`src/rtl/puzzle_ctrl_if.sv`:
```
// Button inputs and layout/status outputs of the 2x2 sliding-tile engine.
interface puzzle_ctrl_if;
    logic        btn_up;
    logic        btn_down;
    logic        btn_left;
    logic        btn_right;
    logic        btn_shuffle;
    logic [11:0] img_nums;
    logic [7:0]  move_cnt;
    logic        solved;
    logic        shuffling;

    modport master (
        output btn_up, btn_down, btn_left, btn_right, btn_shuffle,
        input  img_nums, move_cnt, solved, shuffling
    );

    modport slave (
        input  btn_up, btn_down, btn_left, btn_right, btn_shuffle,
        output img_nums, move_cnt, solved, shuffling
    );
endinterface

```
`src/rtl/puzzle_ctrl.sv`:
```
// 2x2 sliding-tile game engine: button debounce, blank moves,
// LFSR shuffle and the registered img_nums layout word.
module puzzle_ctrl #(
    parameter int          DEBOUNCE_CYCLES = 250000,
    parameter int          SHUF_MOVES      = 32,
    parameter logic [15:0] LFSR_SEED       = 16'hACE1
) (
    input  logic         clk,
    input  logic         rst,
    puzzle_ctrl_if.slave bus
);

    localparam int          DW     = $clog2(DEBOUNCE_CYCLES + 1);
    localparam int          SW     = $clog2(SHUF_MOVES + 1);
    localparam logic [11:0] SOLVED = 12'h054;

    typedef enum logic [1:0] {
        S_PLAY,
        S_SHUF,
        S_WON
    } state_t;

    logic [4:0]    w_raw;
    logic [4:0]    r_s1;
    logic [4:0]    r_s2;
    logic [4:0]    r_db;
    logic [4:0]    r_press;
    logic [DW-1:0] r_dcnt [5];

    state_t        r_state;
    logic [11:0]   r_img;
    logic [7:0]    r_mcnt;
    logic          r_solved;
    logic          r_shuffling;
    logic [SW-1:0] r_scnt;
    logic [15:0]   r_lfsr;

    logic [1:0]    w_blank;
    logic          w_vert;
    logic          w_legal;
    logic [11:0]   w_move_img;
    logic [11:0]   w_shuf_img;
    logic          w_fb;

    // bit order: 0 up, 1 down, 2 left, 3 right, 4 shuffle
    assign w_raw = {bus.btn_shuffle, bus.btn_right, bus.btn_left,
                    bus.btn_down, bus.btn_up};

    always_ff @(posedge clk or negedge rst) begin
        if (!rst) begin
            r_s1    <= '0;
            r_s2    <= '0;
            r_db    <= '0;
            r_press <= '0;
            for (int i = 0; i < 5; i++) r_dcnt[i] <= '0;
        end else begin
            r_s1    <= w_raw;
            r_s2    <= r_s1;
            r_press <= '0;
            for (int i = 0; i < 5; i++) begin
                if (r_s2[i] != r_db[i]) begin
                    if (r_dcnt[i] == DW'(DEBOUNCE_CYCLES - 1)) begin
                        r_dcnt[i]  <= '0;
                        r_db[i]    <= r_s2[i];
                        r_press[i] <= r_s2[i];
                    end else begin
                        r_dcnt[i] <= r_dcnt[i] + DW'(1);
                    end
                end else begin
                    r_dcnt[i] <= '0;
                end
            end
        end
    end

    function automatic logic [1:0] f_blank(input logic [11:0] v);
        logic [1:0] p;
        p = 2'd0;
        for (int i = 0; i < 4; i++)
            if (v[11-3*i -: 3] == 3'd4) p = 2'(i);
        return p;
    endfunction

    function automatic logic [11:0] f_swap(input logic [11:0] v,
                                          input logic [1:0]  p,
                                          input logic [1:0]  q);
        logic [2:0] f [4];
        for (int i = 0; i < 4; i++) f[i] = v[11-3*i -: 3];
        f[p] = f[q];
        f[q] = 3'd4;
        return {f[0], f[1], f[2], f[3]};
    endfunction

    // Vertical neighbour is pos^2, horizontal neighbour is pos^1.
    always_comb begin
        w_blank = f_blank(r_img);
        w_vert  = 1'b0;
        w_legal = 1'b0;
        if (r_press[0]) begin
            w_vert  = 1'b1;
            w_legal = w_blank[1];
        end else if (r_press[1]) begin
            w_vert  = 1'b1;
            w_legal = ~w_blank[1];
        end else if (r_press[2]) begin
            w_legal = w_blank[0];
        end else if (r_press[3]) begin
            w_legal = ~w_blank[0];
        end
        w_move_img = f_swap(r_img, w_blank,
                            w_vert ? (w_blank ^ 2'd2) : (w_blank ^ 2'd1));
        w_shuf_img = f_swap(r_img, w_blank,
                            r_lfsr[0] ? (w_blank ^ 2'd2) : (w_blank ^ 2'd1));
        w_fb = r_lfsr[15] ^ r_lfsr[13] ^ r_lfsr[12] ^ r_lfsr[10];
    end

    always_ff @(posedge clk or negedge rst) begin
        if (!rst) begin
            r_state     <= S_PLAY;
            r_img       <= SOLVED;
            r_mcnt      <= 8'd0;
            r_solved    <= 1'b1;
            r_shuffling <= 1'b0;
            r_scnt      <= '0;
            r_lfsr      <= LFSR_SEED;
        end else begin
            r_lfsr <= {r_lfsr[14:0], w_fb};
            case (r_state)
                S_PLAY, S_WON: begin
                    if (r_press[4]) begin
                        r_state     <= S_SHUF;
                        r_mcnt      <= 8'd0;
                        r_scnt      <= SW'(SHUF_MOVES);
                        r_solved    <= 1'b0;
                        r_shuffling <= 1'b1;
                    end else if (r_state == S_PLAY && w_legal) begin
                        r_img    <= w_move_img;
                        r_solved <= (w_move_img == SOLVED);
                        if (r_mcnt != 8'hFF) r_mcnt <= r_mcnt + 8'd1;
                        if (w_move_img == SOLVED) r_state <= S_WON;
                    end
                end
                S_SHUF: begin
                    r_img    <= w_shuf_img;
                    r_solved <= 1'b0;
                    if (r_scnt != '0) begin
                        r_scnt <= r_scnt - SW'(1);
                        // landing on the solved layout costs one extra move
                        if (r_scnt == SW'(1) && w_shuf_img != SOLVED) begin
                            r_state     <= S_PLAY;
                            r_shuffling <= 1'b0;
                        end
                    end else begin
                        r_state     <= S_PLAY;
                        r_shuffling <= 1'b0;
                    end
                end
                default: begin
                    r_state     <= S_PLAY;
                    r_shuffling <= 1'b0;
                end
            endcase
        end
    end

    assign bus.img_nums  = r_img;
    assign bus.move_cnt  = r_mcnt;
    assign bus.solved    = r_solved;
    assign bus.shuffling = r_shuffling;

endmodule
```
`src/flat_wrapper.sv`:
```
// flat-port wrapper written by rule: the top's interface ports become plain ports
module puzzle_ctrl_flat 
#(
    parameter int          DEBOUNCE_CYCLES = 250000,
    parameter int          SHUF_MOVES      = 32,
    parameter logic [15:0] LFSR_SEED       = 16'hACE1
)
  (clk, rst, bus_btn_up, bus_btn_down, bus_btn_left, bus_btn_right, bus_btn_shuffle, bus_img_nums, bus_move_cnt, bus_solved, bus_shuffling);
  puzzle_ctrl_if bus_i ();
  input  logic clk;
  input  logic rst;
  input wire logic [$bits(bus_i.btn_up)-1:0] bus_btn_up;
  input wire logic [$bits(bus_i.btn_down)-1:0] bus_btn_down;
  input wire logic [$bits(bus_i.btn_left)-1:0] bus_btn_left;
  input wire logic [$bits(bus_i.btn_right)-1:0] bus_btn_right;
  input wire logic [$bits(bus_i.btn_shuffle)-1:0] bus_btn_shuffle;
  output wire logic [$bits(bus_i.img_nums)-1:0] bus_img_nums;
  output wire logic [$bits(bus_i.move_cnt)-1:0] bus_move_cnt;
  output wire logic [$bits(bus_i.solved)-1:0] bus_solved;
  output wire logic [$bits(bus_i.shuffling)-1:0] bus_shuffling;
  assign bus_i.btn_up = bus_btn_up;
  assign bus_i.btn_down = bus_btn_down;
  assign bus_i.btn_left = bus_btn_left;
  assign bus_i.btn_right = bus_btn_right;
  assign bus_i.btn_shuffle = bus_btn_shuffle;
  assign bus_img_nums = bus_i.img_nums;
  assign bus_move_cnt = bus_i.move_cnt;
  assign bus_solved = bus_i.solved;
  assign bus_shuffling = bus_i.shuffling;
  puzzle_ctrl #(.DEBOUNCE_CYCLES(DEBOUNCE_CYCLES), .SHUF_MOVES(SHUF_MOVES), .LFSR_SEED(LFSR_SEED)) u_core (.clk(clk), .rst(rst), .bus(bus_i));
endmodule
```
`config.mk`:
```
export PLATFORM = sky130hd
export DESIGN_NAME = puzzle_ctrl_flat
export DESIGN_NICKNAME = d
export VERILOG_FILES = /design/src/rtl/puzzle_ctrl_if.sv /design/src/rtl/puzzle_ctrl.sv /design/src/flat_wrapper.sv
export SDC_FILE = /design/constraint.sdc
export NUM_CORES = 1
export LEC_CHECK = 0
export BUFFER_PORTS_ARGS = -buffer_cell sky130_fd_sc_hd__buf_2
export CORE_UTILIZATION = 55
export CTS_CLUSTER_SIZE = 12
export DETAILED_ROUTE_END_ITERATION = 7
export PLACE_DENSITY = 0.72
export REMOVE_ABC_BUFFERS = 1
export SETUP_SLACK_MARGIN = 0.3
export SLEW_MARGIN = 20
export SYNTH_ARGS = -nofsm -noshare
export SYNTH_HDL_FRONTEND = slang
export SYNTH_SLANG_ARGS = --single-unit
```
`constraint.sdc`:
```
create_clock -name clk -period 7.2 [get_ports clk]
set_clock_uncertainty 0.1 [all_clocks]
set_input_delay 0.72 -clock clk [delete_from_list [all_inputs] [get_ports clk]]
set_output_delay 0.72 -clock clk [all_outputs]
set_load 0.02 [all_outputs]
```
## Word-level counts from Yosys, hierarchy flattened

Index checks and enable logic that the tools add are counted.

- Register bits after elaboration: 156
- Input bits: 7
- Output and inout bits: 22
- Word-level logic and storage cells: 162

- Add/sub/neg operators: 7
- $lt $le $gt $ge: 6
- Equal/unequal tests: 26
- Multiplexer cells: 67
- Bitwise operators: 14
- Reductions and logical operators: 22

Operators with widths:

| operator | count |
|---|---|
| 18-bit 2-to-1 mux | 10 |
| 18-bit by 1-bit adder with 18-bit output, second input constant | 5 |
| 18-bit == test, second input constant | 5 |
| 12-bit bitwise mux | 2 |
| 12-bit 2-to-1 mux | 2 |
| 8-bit 2-to-1 mux | 3 |
| 12-bit one-hot mux with 2 select lines | 1 |
| 1-bit 2-to-1 mux | 22 |
| 3-bit 2-to-1 mux | 7 |
| 3-bit demux with 2-bit select | 3 |
| 2-bit 2-to-1 mux | 9 |
| 8-bit AND | 2 |
| 8-bit inverter | 2 |
| 2-bit AND reduction | 7 |
| 3-bit binary-select mux with 2-bit select | 2 |
| 12-bit by 7-bit == test with 1-bit output, second input constant | 1 |
| 6-bit 2-to-1 mux | 2 |
| 12-bit by 7-bit != test with 1-bit output, second input constant | 1 |
| 6-bit one-hot mux with 2 select lines | 1 |
| 3-bit AND reduction | 4 |
| 3-bit == test, second input constant | 3 |
| 3-bit >= comparator, second input constant | 3 |
| 3-bit by 1-bit < comparator with 1-bit output, second input constant | 3 |
| 2-bit inverter with 3-bit output | 3 |
| 21 further kinds | 39 |

## Logic depth before layout (Yosys ltp)

Gate-level depths: netlist (run 1).

- Word-level depth: 18
- Gate-level depth with buffers: 10
- Gate-level depth less buffers: 8

## Worst setup path after synthesis (run 1)

OpenSTA, ideal clock, no wires.

- Kind: flip-flop to flip-flop
- Start point: reg u_core.r_img[1] (netlist: u_core.bus.img_nums[1])
- End point: reg u_core.r_img[3] (netlist: u_core.bus.img_nums[3])
- Library setup time: 0.139 ns
- Arrival: 2.374 ns
- Data required time: 6.961 ns
- Slack: 4.587 ns
- Stages on the path, launching flop included: 11
- Buffers on the path: 3
- Period minus slack after synthesis: 2.613 ns
- Cell sequence: dfrtp_1 buf_2 or3b_2 buf_2 o21ai_1 a211oi_2 or4_1 buf_2 nand2_1 a21o_1 o211ai_1

- Word-level cells in the longest chain between the ends: 14
- Elaborated cells on any way between the ends: 46
- Classes of those cells: order compare: 6; eq/ne: 2; mux: 24; bitwise: 9; reduce/logical: 5

RTL lines:

| what | RTL line | source |
|---|---|---|
| start, declared | puzzle_ctrl.sv:31 | `logic [11:0] r_img;` |
| start signal, assigned | puzzle_ctrl.sv:137 | `r_img <= w_move_img;` |
| start signal, assigned | puzzle_ctrl.sv:144 | `r_img <= w_shuf_img;` |
| 3-bit == test (*) | puzzle_ctrl.sv:80 | `if (v[11-3*i -: 3] == 3'd4) p = 2'(i);` |
| 2-bit 2-to-1 mux (*) | puzzle_ctrl.sv:80 |  |
| 1-bit inverter (on tied branches) | puzzle_ctrl.sv:108, puzzle_ctrl.sv:104 |  |
| 2-bit 2-to-1 mux | puzzle_ctrl.sv:111 | `w_vert ? (w_blank ^ 2'd2) : (w_blank ^ 2'd1));` |
| 2-bit inverter with 3-bit output (implied by the code) | puzzle_ctrl.sv:89, puzzle_ctrl.sv:90 |  |
| 3-bit >= comparator (implied by the code) or 3-bit by 1-bit < comparator with 1-bit output (tied branches) | puzzle_ctrl.sv:90 | `f[q] = 3'd4;` |
| 1-bit logical AND (implied by the code) | puzzle_ctrl.sv:90 |  |
| 3-bit 2-to-1 mux (implied by the code) | puzzle_ctrl.sv:90 |  |
| 3-bit demux with 2-bit select | puzzle_ctrl.sv:90 |  |
| 8-bit inverter (no source line) | - |  |
| 8-bit AND (no source line) | - |  |
| 12-bit 2-to-1 mux | puzzle_ctrl.sv:136 | `end else if (r_state == S_PLAY && w_legal) begin` |
| 12-bit 2-to-1 mux | puzzle_ctrl.sv:130 | `if (r_press[4]) begin` |
| 12-bit one-hot mux with 2 select lines | puzzle_ctrl.sv:128 | `case (r_state)` |

Every way passes the cells marked *; elsewhere a longest branch is shown, timed or not. The select of a mux whose other input is x is not followed.
A chain may end at the register's enable or synchronous reset.

## Final worst setup path (run 1)

- Start point: reg u_core.r_img[5] (netlist: u_core.bus.img_nums[5])
- End point: reg u_core.r_img[3] (netlist: u_core.bus.img_nums[3])

- Word-level cells in the longest chain between the ends: 15
- Elaborated cells on any way between the ends: 47
- Classes of those cells: order compare: 6; eq/ne: 2; mux: 25; bitwise: 9; reduce/logical: 5

RTL lines:

| what | RTL line |
|---|---|
| 3-bit == test (*) | puzzle_ctrl.sv:80 |
| 2-bit 2-to-1 mux (*) (2 in a row) | puzzle_ctrl.sv:80 |
| 1-bit inverter (on tied branches) | puzzle_ctrl.sv:108, puzzle_ctrl.sv:104 |
| 2-bit 2-to-1 mux | puzzle_ctrl.sv:111 |
| 2-bit inverter with 3-bit output (implied by the code) | puzzle_ctrl.sv:89, puzzle_ctrl.sv:90 |
| 3-bit >= comparator (implied by the code) or 3-bit by 1-bit < comparator with 1-bit output (tied branches) | puzzle_ctrl.sv:90 |
| 1-bit logical AND (implied by the code) | puzzle_ctrl.sv:90 |
| 3-bit 2-to-1 mux (implied by the code) | puzzle_ctrl.sv:90 |
| 3-bit demux with 2-bit select | puzzle_ctrl.sv:90 |
| 8-bit inverter (no source line) | - |
| 8-bit AND (no source line) | - |
| 12-bit 2-to-1 mux | puzzle_ctrl.sv:136 |
| 12-bit 2-to-1 mux | puzzle_ctrl.sv:130 |
| 12-bit one-hot mux with 2 select lines | puzzle_ctrl.sv:128 |

Marked as above.

==> results of run 1 <==
## per-stage QoR
| stage | instance area (um2) | util (%) | power [uW] | cells |
|---|---|---|---|---|
| after floorplan | 7750 | - | 923 | 792 |
| after global placement | 8160 | 58.6 | 946 | 1005 |
| after detailed placement | 8160 | 58.6 | 948 | 1005 |
| after CTS | 8760 | 62.9 | 1850 | 1037 |
| after global routing | 8760 | 62.9 | 1900 | 1037 |
| final | 8760 | 62.9 | 1840 | 1037 |
## power by group through the flow
stage	Clock (uW)	Sequential [uW]	Combinational [uW]
after floorplan	0	908	15.3
after global placement	0	909	37.6
after detailed placement	0	909	39.2
after CTS	921	893	39.6
after global routing	959	894	45.0
final	905	893	37.8
## metal layers
layer  share of wire, %  routed length, um
met1                 42               7360
met2                 50               8890
met3                5.6                985
met4                2.6                459
met5                  0                  0
## flip-flops by register name (all words and copies together) (netlist names)
signal                flops
u_core.r_press            5
u_core.r_db               5
u_core.bus.solved         1
u_core.r_lfsr            16
u_core.r_s2               5
u_core.bus.shuffling      1
u_core.r_state            2
u_core.bus.img_nums      12
u_core.r_s1               5
u_core.bus.move_cnt       8
u_core.r_dcnt            90
u_core.r_scnt             6
## path summary, 6_finish.rpt
path,startpoint,end,slack [ns],cells past startpoint
min in group asynchronous,rst,u_core.r_dcnt[34]$_DFF_PN0_,0.27,1
setup / recovery,u_core.bus.img_nums[5]$_DFFE_PN0P_,u_core.bus.img_nums[3]$_DFFE_PN0P_,3.86,7
max in group asynchronous,rst,u_core.r_dcnt[78]$_DFF_PN0_,5.46,2
hold / removal,u_core.r_s1[4]$_DFF_PN0_,u_core.r_s2[4]$_DFF_PN0_,0.25,0
hold reg to reg,u_core.r_s1[4]$_DFF_PN0_,u_core.r_s2[4]$_DFF_PN0_,0.25,0
setup reg to reg,u_core.bus.img_nums[5]$_DFFE_PN0P_,u_core.bus.img_nums[3]$_DFFE_PN0P_,3.86,7
## layout by cell type, fill, tap and decap left out, drive strengths merged, types with 4 or more instances in the layout
cell type / n
nor2: 143
ha: 8
clkbuf: 18
mux2i: 7
or3: 7
clkinvlp: 4
dfrtp: 144
nor3b: 10
nand4: 17
a21oi: 26
a31oi: 5
o221ai: 7
xor2: 51
nand3: 45
nand2: 81
xnor2: 44
nand2b: 7
dfstp: 12
nor3: 17
and3: 26
nor4: 14
mux2: 6
o211ai: 5
nor2b: 4
o21ai: 28
inv: 19
buf: 33
nor4b: 6
## kinds of logic after synthesis
family	after synthesis	share of synthesized area [%]
DFF	156	49.7
buffers and inverters	47	2.44
AOI/OAI and AO/OA	111	9.69
and+or+nand+nor	395	24.7
adders and majority gates	8	1.27
muxes	13	1.74
xor gates and xnor gates	95	10.5
## area by class of cell
cell class	instances	area, um2	area share (%)
Inverter	14	52.6	0.600
Multi-Input combinational cell	622	3780	43.2
Clock inverter	14	159	1.81
Timing Repair Buffer	33	184	2.10
Tap cell	180	225	2.57
Clock buffer	18	439	5.01
Sequential cell	156	3920	44.7
==> impl_metrics.toml, run 1 <==
[grt]
grt_first_pass_wirelength_um = 29900
grt.total_usage_pct = 25.7
number_of_global_route_vias_before_repair = 6171
gr-usage-met2_pct = 42.4
grtUsageMet3_pct = 5.15
grtUsageMet1_pct = 33.0
antenna_found_initial = 0
grt_overflow = 0
maximum_number_of_pins_on_one_net_before_global_route_repair = 99
busiest_layer = "met2"

[outcome]
run_status = "completed"

[critical_path]
setup_crit_end_kind = "register"
cp.required_ns = 7.39
crit_path_dat_ns = 3.54
crit_path_cell_trace = "or3b_1 > a2111oi_4 > a211oi_2 > or4_1 > nand2_1 > a21o_1 > o211ai_1"
critical_path.startpoint_type = "register"
critical_path.n_buffers_inverters = 0
slowest_stage = "or4_1"
path_class = "reg -> reg"
worst_path_dominant_cell_family = "simple AND/OR/NAND/NOR gates"
max_stage_delay_ns = 0.76
worstPathMaxFanout = 17

[timing]
rsz0062_at_grt = "no"
timing_worst_slew_pin_value_ns = 0.873
setup_slack_ns = 3.86
final-setup-viol-count = 0
final_hold_viol_count = 0
period_needed_ns = 3.34
slew_violations = 0
holdWs_ns = 0.249
maxSlewHeadroom_pct = 41.8
setup_total_negative_slack_ns = 0
min_period_over_period_pct = 46.4
max_clock_freq_ghz = 0.299

[detailed_routing]
vias = 6289
initialDrtViolationCount = 681
drt_pass1_iterations = 5
avgViaCountPerCell = 6.06
antenna_violating_nets_post_route = 0
wl_per_cell_um = 17.1
detail_route.wirelength_um = 17700
drc = 0

[synth]
synth_common_cells = "dfrtp_1, nor2_1, nand2_1"
synth-async-reset-ratio_pct = 100
yosysTopAreaCellShare_pct = 45.7
syn-mean-instance-area_um2 = 9.57
yosys.area.top_type = "dfrtp_1"
ys_types = 70
synth.top_cells.by_area = "dfrtp_1, nor2_1, xor2_1, xnor2_1, dfstp_2"
synth_cells = 825
ys_warn_count = 0
most_frequent_cell_after_synthesis = "dfrtp_1"
ys.flop_type = "dfrtp_1"
synth-seq-cells = 156
edff_count_synth = 0
synthesis.area_um2 = 7890
ys_seq_area_share_pct = 49.7

[power]
combPwrFrac_pct = 2.1
net-switching-power_uw = 415
pwr_density_cell_nw_per_um2 = 210
share_seq_of_total_power_pct = 48.6
power.internal_uw = 1420
power.share.switching_pct = 22.6
ir_worst_vdd_mv = 0.175
clockPowerShare_pct = 49.3
leakagePower_uw = 0.00381

[layout]
antenna_cells_inserted = 0
num-nets-final = 859
layout-area-overhead-vs-synth_pct = 11.0
post_route_cells_drive_above_1_share_pct = 11.6
filler_cell_count = 1134

[floorplan]
die_y_um = 122
design.die.area_um2 = 14800
initial_core_util_pct = 56.6
core_area_um2 = 13900
top_level_ports = 29
die_extent_in_x_um = 122
fp-row-count = 43

[placed_design]
port-buffer-count = 28
post-dp-hpwl_um = 11400
globalplace.congestion = 0.966
dpl_worst_slack_ns = 3.92

[clock_tree]
clock_slew_at_reported_path_ffs_ns = 0.07
cts_root_buffer = "clkbuf_16"
tritoncts = "built"
worst_skew_pair.late_latency_ns = 0.43
number_of_sinks_handled_by_clock_tree_synthesis = 156
cts_resized = 0
cts_inserted_buffers = 17
hold_buffers = 0
postCtsSetupRepairBufs = 0
cts_max_level = 4
clockBufferDepth = 2

[flow_run]
timing.max_cap.violations = 0

[hold_path]
hold_removal_path_class = "reg -> reg"
Note: power is estimated with default switching activity, not from simulation.
==> run 2, diff against run 1 <==
PLACE_DENSITY = 0.75   (was 0.72)
clock period = 2.8 ns   (was 7.2 ns; I/O delays follow)
==> run 2 against run 1 <==
Effect of this change: maximum frequency increased by 30%; setup slack worse by 3.6 ns; total power rose to 2.6 times the previous value; via count rose by 4.8%; count of clock-buffer cells in the layout stayed put; first-iteration DRC count decreased by 17%; register-to-register slack worse by 3.6 ns; cell count grew 6.9%; critical path type unchanged; largest cell class is now multi-input gates; largest power group unchanged; highest routed layer unchanged.
==> impl_metrics.toml, run 2 (synthesized netlist as in run 1, its figures left out) <==
[outcome]
run_status = "completed"

[critical_path]
cp.required_ns = 3.04
timing.reg2reg.worst_path_depth = 7
slowest_stage = "dfstp_2"
max_stage_delay_ns = 0.57
worstPathMaxFanout = 7
critical_path.startpoint_type = "register"
worst_path_dominant_cell_family = "simple AND/OR/NAND/NOR gates"
timing.critical_path.depth = 7
crit_path_dat_ns = 2.81
path_class = "reg -> reg"
critical_path.n_buffers_inverters = 0
setup_crit_end_kind = "register"
crit_path_cell_trace = "or3b_4 > o2111a_1 > a32oi_2 > nor2b_4 > o2111ai_4 > or3_4 > a31oi_4"

[power]
ir_worst_vdd_mv = 0.485
leakagePower_uw = 0.00428
pwr_density_cell_nw_per_um2 = 492

[layout]
antenna_cells_inserted = 0
largest_register_ffs = 90
post_route_cells_drive_above_1_share_pct = 21.4
finish.cell_count_without_fillers = 1109
layout-area-overhead-vs-synth_pct = 22.2
largest-register = "u_core.r_dcnt"
most_frequent_cells_in_the_layout = "dfrtp_1, nor2_1, nand2_1, buf_4, xor2_1"
layout_commonest_cell = "dfrtp_1"
num-nets-final = 932

[clock_tree]
cts_max_level = 4
cts_inserted_buffers = 17
clockBufferDepth = 2
number_of_sinks_handled_by_clock_tree_synthesis = 156
worst_skew_pair.late_latency_ns = 0.42
tritoncts = "built"
cts_root_buffer = "clkbuf_16"
clock_slew_at_reported_path_ffs_ns = 0.06

[detailed_routing]
initialDrtViolationCount = 565
avgViaCountPerCell = 5.94
detail_route.wirelength_um = 19300
vias = 6591
antenna_violating_nets_post_route = 0
wl_per_cell_um = 17.4
drt_pass1_iterations = 5
drc = 0

[grt]
maximum_number_of_pins_on_one_net_before_global_route_repair = 74
number_of_global_route_vias_before_repair = 6488
grt.total_usage_pct = 27.9
grt_first_pass_wirelength_um = 31800
grt_overflow = 0
antenna_found_initial = 0

[timing]
final_hold_viol_count = 0
timing_worst_slew_pin_value_ns = 0.683
slew_violations = 0
rsz0062_at_grt = "yes"
maxSlewHeadroom_pct = 54.5
period_needed_ns = 2.57
setup_total_negative_slack_ns = 0
setup_slack_ns = 0.230
max_clock_freq_ghz = 0.389
min_period_over_period_pct = 91.8
final-setup-viol-count = 0

[floorplan]
core_area_um2 = 13900
die_extent_in_x_um = 122
fp-row-count = 43
design.die.area_um2 = 14800
top_level_ports = 29
initial_core_util_pct = 56.6
die_y_um = 122

[placed_design]
globalplace.congestion = 0.960
port-buffer-count = 28
place.detailed.instances = 1047
post-dp-hpwl_um = 12900
dpl_worst_slack_ns = -0.0411

[flow_run]
timing.max_cap.violations = 0

[hold_path]
min_delay_path_depth = 0
hold_removal_path_class = "reg -> reg"
==> run 2: cell types whose count changed in the layout (fill, tap and decap cells not counted), moves of 5 or more <==
cell	previous run	this run
o21ai_0	26	19
buf_6	1	11
dlygate4sd3_1	0	6
o21ai_1	2	7
buf_4	5	57
==> run 2: final timing paths <==
check	slack, ns	startpoint	end
max in group asynchronous	1.49	rst	u_core.r_dcnt[1]$_DFF_PN0_
max reg2reg	0.23	u_core.bus.img_nums[2]$_DFFE_PN1P_	u_core.bus.shuffling$_DFFE_PN0P_
min	0.25	u_core.r_lfsr[2]$_DFF_PN0_	u_core.r_lfsr[3]$_DFF_PN0_
max	0.23	u_core.bus.img_nums[2]$_DFFE_PN1P_	u_core.bus.shuffling$_DFFE_PN0P_
min in group asynchronous	0.32	rst	u_core.r_dcnt[32]$_DFF_PN0_
min reg2reg	0.25	u_core.r_lfsr[2]$_DFF_PN0_	u_core.r_lfsr[3]$_DFF_PN0_
==> run 2: stage by stage <==
step	area [um2]	utilization (%)	power, uW	hold WS [ns]
after floorplan	7750	-	2370	-0.116
after global placement	8510	61.1	2440	0.232
after detailed placement	8510	61.1	2450	0.235
after CTS	9340	67.0	4780	0.250
after global routing	9640	69.2	4900	0.256
final	9640	69.2	4740	0.246
==> run 2: area by class of cell <==
cell class	instances	area (um2)
clock buffer	18	439
clock inverter	13	156
fill	1016	4290
inverter	14	52.6
multi-input combinational	622	4010
sequential	156	3920
tap	180	225
timing repair buffer	106	842
==> run 2: repair_timing <==
item                                    CTS  global route
hold buffers                              6             0
endpoints found under the setup margin   28            37
gates resized for setup                  18            47
endpoints found under the hold margin    72             0
pin swaps                                 6            10
setup buffers                            13            12
==> run 2: where the power goes <==
group / switching [uW] / internal (uW)
logic: 78.3 / 33.3
clock network: 979 / 1360
registers: 18.0 / 2280
==> run 2: metal layers <==
layer / global-route usage [%] / wire length (um) / up-vias
met5: 0 / 0 / -
li1: - / - / 3076
met1: 35.1 / 8190 / 3235
met3: 5.99 / 1050 / 49
met4: 12.0 / 530 / 0
met2: 46.3 / 9550 / 231
==> run 3, diff against run 2 <==
ABC_AREA = 1   (was not set)
==> run 3 against run 2 <==
Effect of this change: total power increased by 3.6%; final area decreased by 1.1%; global-route usage decreased by 3.5 points; non-clock buffer count decreased by 29; wire length decreased by 8.0%; largest power group unchanged; sequential power about the same; worst hold slack improved by 0.0024 ns; sequential share of layout area increased by 0.45 points; register-to-register slack got worse by 0.04 ns.
==> impl_metrics.toml, run 3 <==
[detailed_routing]
wl_per_cell_um = 14.5
antenna_violating_nets_post_route = 0
detail_route.wirelength_um = 17800
initialDrtViolationCount = 664
drt_pass1_iterations = 6
vias = 6746
avgViaCountPerCell = 5.52
drc = 0

[synth]
yosysTopAreaCellShare_pct = 46.5
edff_count_synth = 0
synth_common_cells = "nand2_1, dfrtp_1, nor2_1"
ys_warn_count = 0
synth-seq-cells = 156
syn-mean-instance-area_um2 = 8.22
synth-async-reset-ratio_pct = 100
synth.top_cells.by_area = "dfrtp_1, nand2_1, nor2_1, inv_1, dfstp_2"
synth_cells = 942
synthesis.area_um2 = 7740
ys_seq_area_share_pct = 50.6
ys.flop_type = "dfrtp_1"
yosys.area.top_type = "dfrtp_1"
ys_types = 43
most_frequent_cell_after_synthesis = "nand2_1"

[critical_path]
cp.required_ns = 3.01
slowest_stage = "dfstp_2"
worst_path_dominant_cell_family = "simple AND/OR/NAND/NOR gates"
worstPathMaxFanout = 6
crit_path_dat_ns = 2.82
crit_path_cell_trace = "nand3_4 > nand2_8 > xor2_4 > inv_4 > nand2_4 > nand2_4 > a21oi_4 > nand2_1 > nor2_2 > nand3_1 > o21bai_1 > nand2_1 > nand2_1 > nand2_1"
crit_top_cell = "nand2_1"
max_stage_delay_ns = 0.57
critical_path.n_buffers_inverters = 1
setup_crit_end_kind = "register"
path_class = "reg -> reg"
critical_path.startpoint_type = "register"

[timing]
slew_violations = 0
max_clock_freq_ghz = 0.383
maxSlewHeadroom_pct = 52.7
rsz0062_at_grt = "yes"
timing_worst_slew_pin_value_ns = 0.709
setup_total_negative_slack_ns = 0
final_hold_viol_count = 0
period_needed_ns = 2.61
min_period_over_period_pct = 93.3
final-setup-viol-count = 0

[floorplan]
top_level_ports = 29
die_extent_in_x_um = 121
design.die.area_um2 = 14600
fp-row-count = 42
initial_core_util_pct = 57.3
core_area_um2 = 13500
die_y_um = 121

[placed_design]
post-dp-hpwl_um = 11500
place_area_um2 = 8200
place.detailed.instances = 1155
globalplace.congestion = 0.984
port-buffer-count = 28

[hold_path]
hold_removal_path_class = "reg -> reg"

[clock_tree]
worst_skew_pair.late_latency_ns = 0.43
cts_inserted_buffers = 17
tritoncts = "built"
number_of_sinks_handled_by_clock_tree_synthesis = 156
clock_slew_at_reported_path_ffs_ns = 0.06
clockBufferDepth = 2
cts_max_level = 4
cts_root_buffer = "clkbuf_16"

[layout]
largest_register_ffs = 90
layout.cell_area.non_filler_um2 = 9530
finish.cell_count_without_fillers = 1223
antenna_cells_inserted = 0
layout_commonest_cell = "nand2_1"
layout-area-overhead-vs-synth_pct = 23.2
most_frequent_cells_in_the_layout = "nand2_1, dfrtp_1, inv_1, nor2_1, a21oi_1"
final-seq-area_um2 = 3920
multi_input_area_um2 = 3690
num-nets-final = 1049
post_route_cells_drive_above_1_share_pct = 20.8
filler_cell_count = 1011
largest-register = "u_core.r_dcnt"

[grt]
grt_overflow = 0
grt_first_pass_wirelength_um = 27900
maximum_number_of_pins_on_one_net_before_global_route_repair = 81
antenna_found_initial = 0
number_of_global_route_vias_before_repair = 5997
grt.total_usage_pct = 24.3

[flow_run]
timing.max_cap.violations = 0

[power]
pwr_density_cell_nw_per_um2 = 516
leakagePower_uw = 0.00440
post-layout-total-power_uw = 4920
ir_worst_vdd_mv = 0.782

[outcome]
run_status = "completed"
==> run 3: cell type report <==
type	count	share of cell area (%)
Clock buffer	20	4.79
Clock inverter	12	1.90
Inverter	134	5.33
Multi-Input combinational cell	648	38.7
Sequential cell	156	41.1
Tap cell	176	2.31
Timing Repair Buffer	77	5.81
==> run 3: worst reg2reg max path: stages (launching register included) <==
cell and delay (ns):
dfstp_2 0.57, nand3_4 0.20, nand2_8 0.19, xor2_4 0.27, inv_4 0.11, nand2_4 0.09, nand2_4 0.08, a21oi_4 0.19
nand2_1 0.11, nor2_2 0.14, nand3_1 0.10, o21bai_1 0.18, nand2_1 0.07, nand2_1 0.05, nand2_1 0.05
==> run 3: what timing repair did <==
item | in CTS | in global routing
buffers inserted | 1 | 29
setup endpoints to repair | 10 | 31
resized for setup | 4 | 97
hold buffers | 6 | 0
hold endpoints to repair | 72 | 0
pin swaps | 1 | 40
==> run 3: worst paths after layout <==
check | cells past startpoint | to | startpoint | slack (ns)
max | 14 | u_core.r_state[1]$_DFFE_PN0P_ | u_core.bus.img_nums[2]$_DFFE_PN1P_ | 0.19
min | 0 | u_core.r_lfsr[9]$_DFF_PN0_ | u_core.r_lfsr[8]$_DFF_PN0_ | 0.25
max reg2reg | 14 | u_core.r_state[1]$_DFFE_PN0P_ | u_core.bus.img_nums[2]$_DFFE_PN1P_ | 0.19
min reg2reg | 0 | u_core.r_lfsr[9]$_DFF_PN0_ | u_core.r_lfsr[8]$_DFF_PN0_ | 0.25
max in group asynchronous | 3 | u_core.bus.solved$_DFFE_PN1P_ | rst | 1.51
min in group asynchronous | 2 | u_core.r_dcnt[60]$_DFF_PN0_ | rst | 0.34
==> run 3: layer usage <==
layer	up-vias	global-route usage (%)	part of all wire, %
li1	3254	-	-
met1	3179	33.1	44
met2	265	38.5	48
met3	48	5.05	5.8
met4	0	9.10	2.7
met5	-	0	0
==> run 3: cells by family (layout without fill, tap and decap cells) <==
| family | count (synthesis) | after routing | synth area share, % |
|---|---|---|---|
| buffers and inverters | 138 | 243 | 6.71 |
| xor gates and xnor gates | 26 | 26 | 3.43 |
| AOI/OAI and AO/OA | 120 | 120 | 8.87 |
| adders and majority gates | 8 | 8 | 1.29 |
| DFF | 156 | 156 | 50.6 |
| muxes | 2 | 2 | 0.291 |
| and+or+nand+nor | 492 | 492 | 28.8 |
==> run 3: power breakdown <==
part           internal, uW  switching (uW)
registers              2280            18.5
clock network          1550             940
logic                  41.9            86.1
total                  3870            1050
==> run 3: metrics by stage <==
step | utilization, % | hold WS, ns | setup slack (ns)
floorplan | - | -0.116 | 0.475
global placement | 60.7 | 0.233 | 0.225
detailed placement | 60.7 | 0.235 | 0.195
CTS | 66.1 | 0.249 | 0.208
global route | 70.6 | 0.262 | 0.0830
finish | 70.6 | 0.248 | 0.189
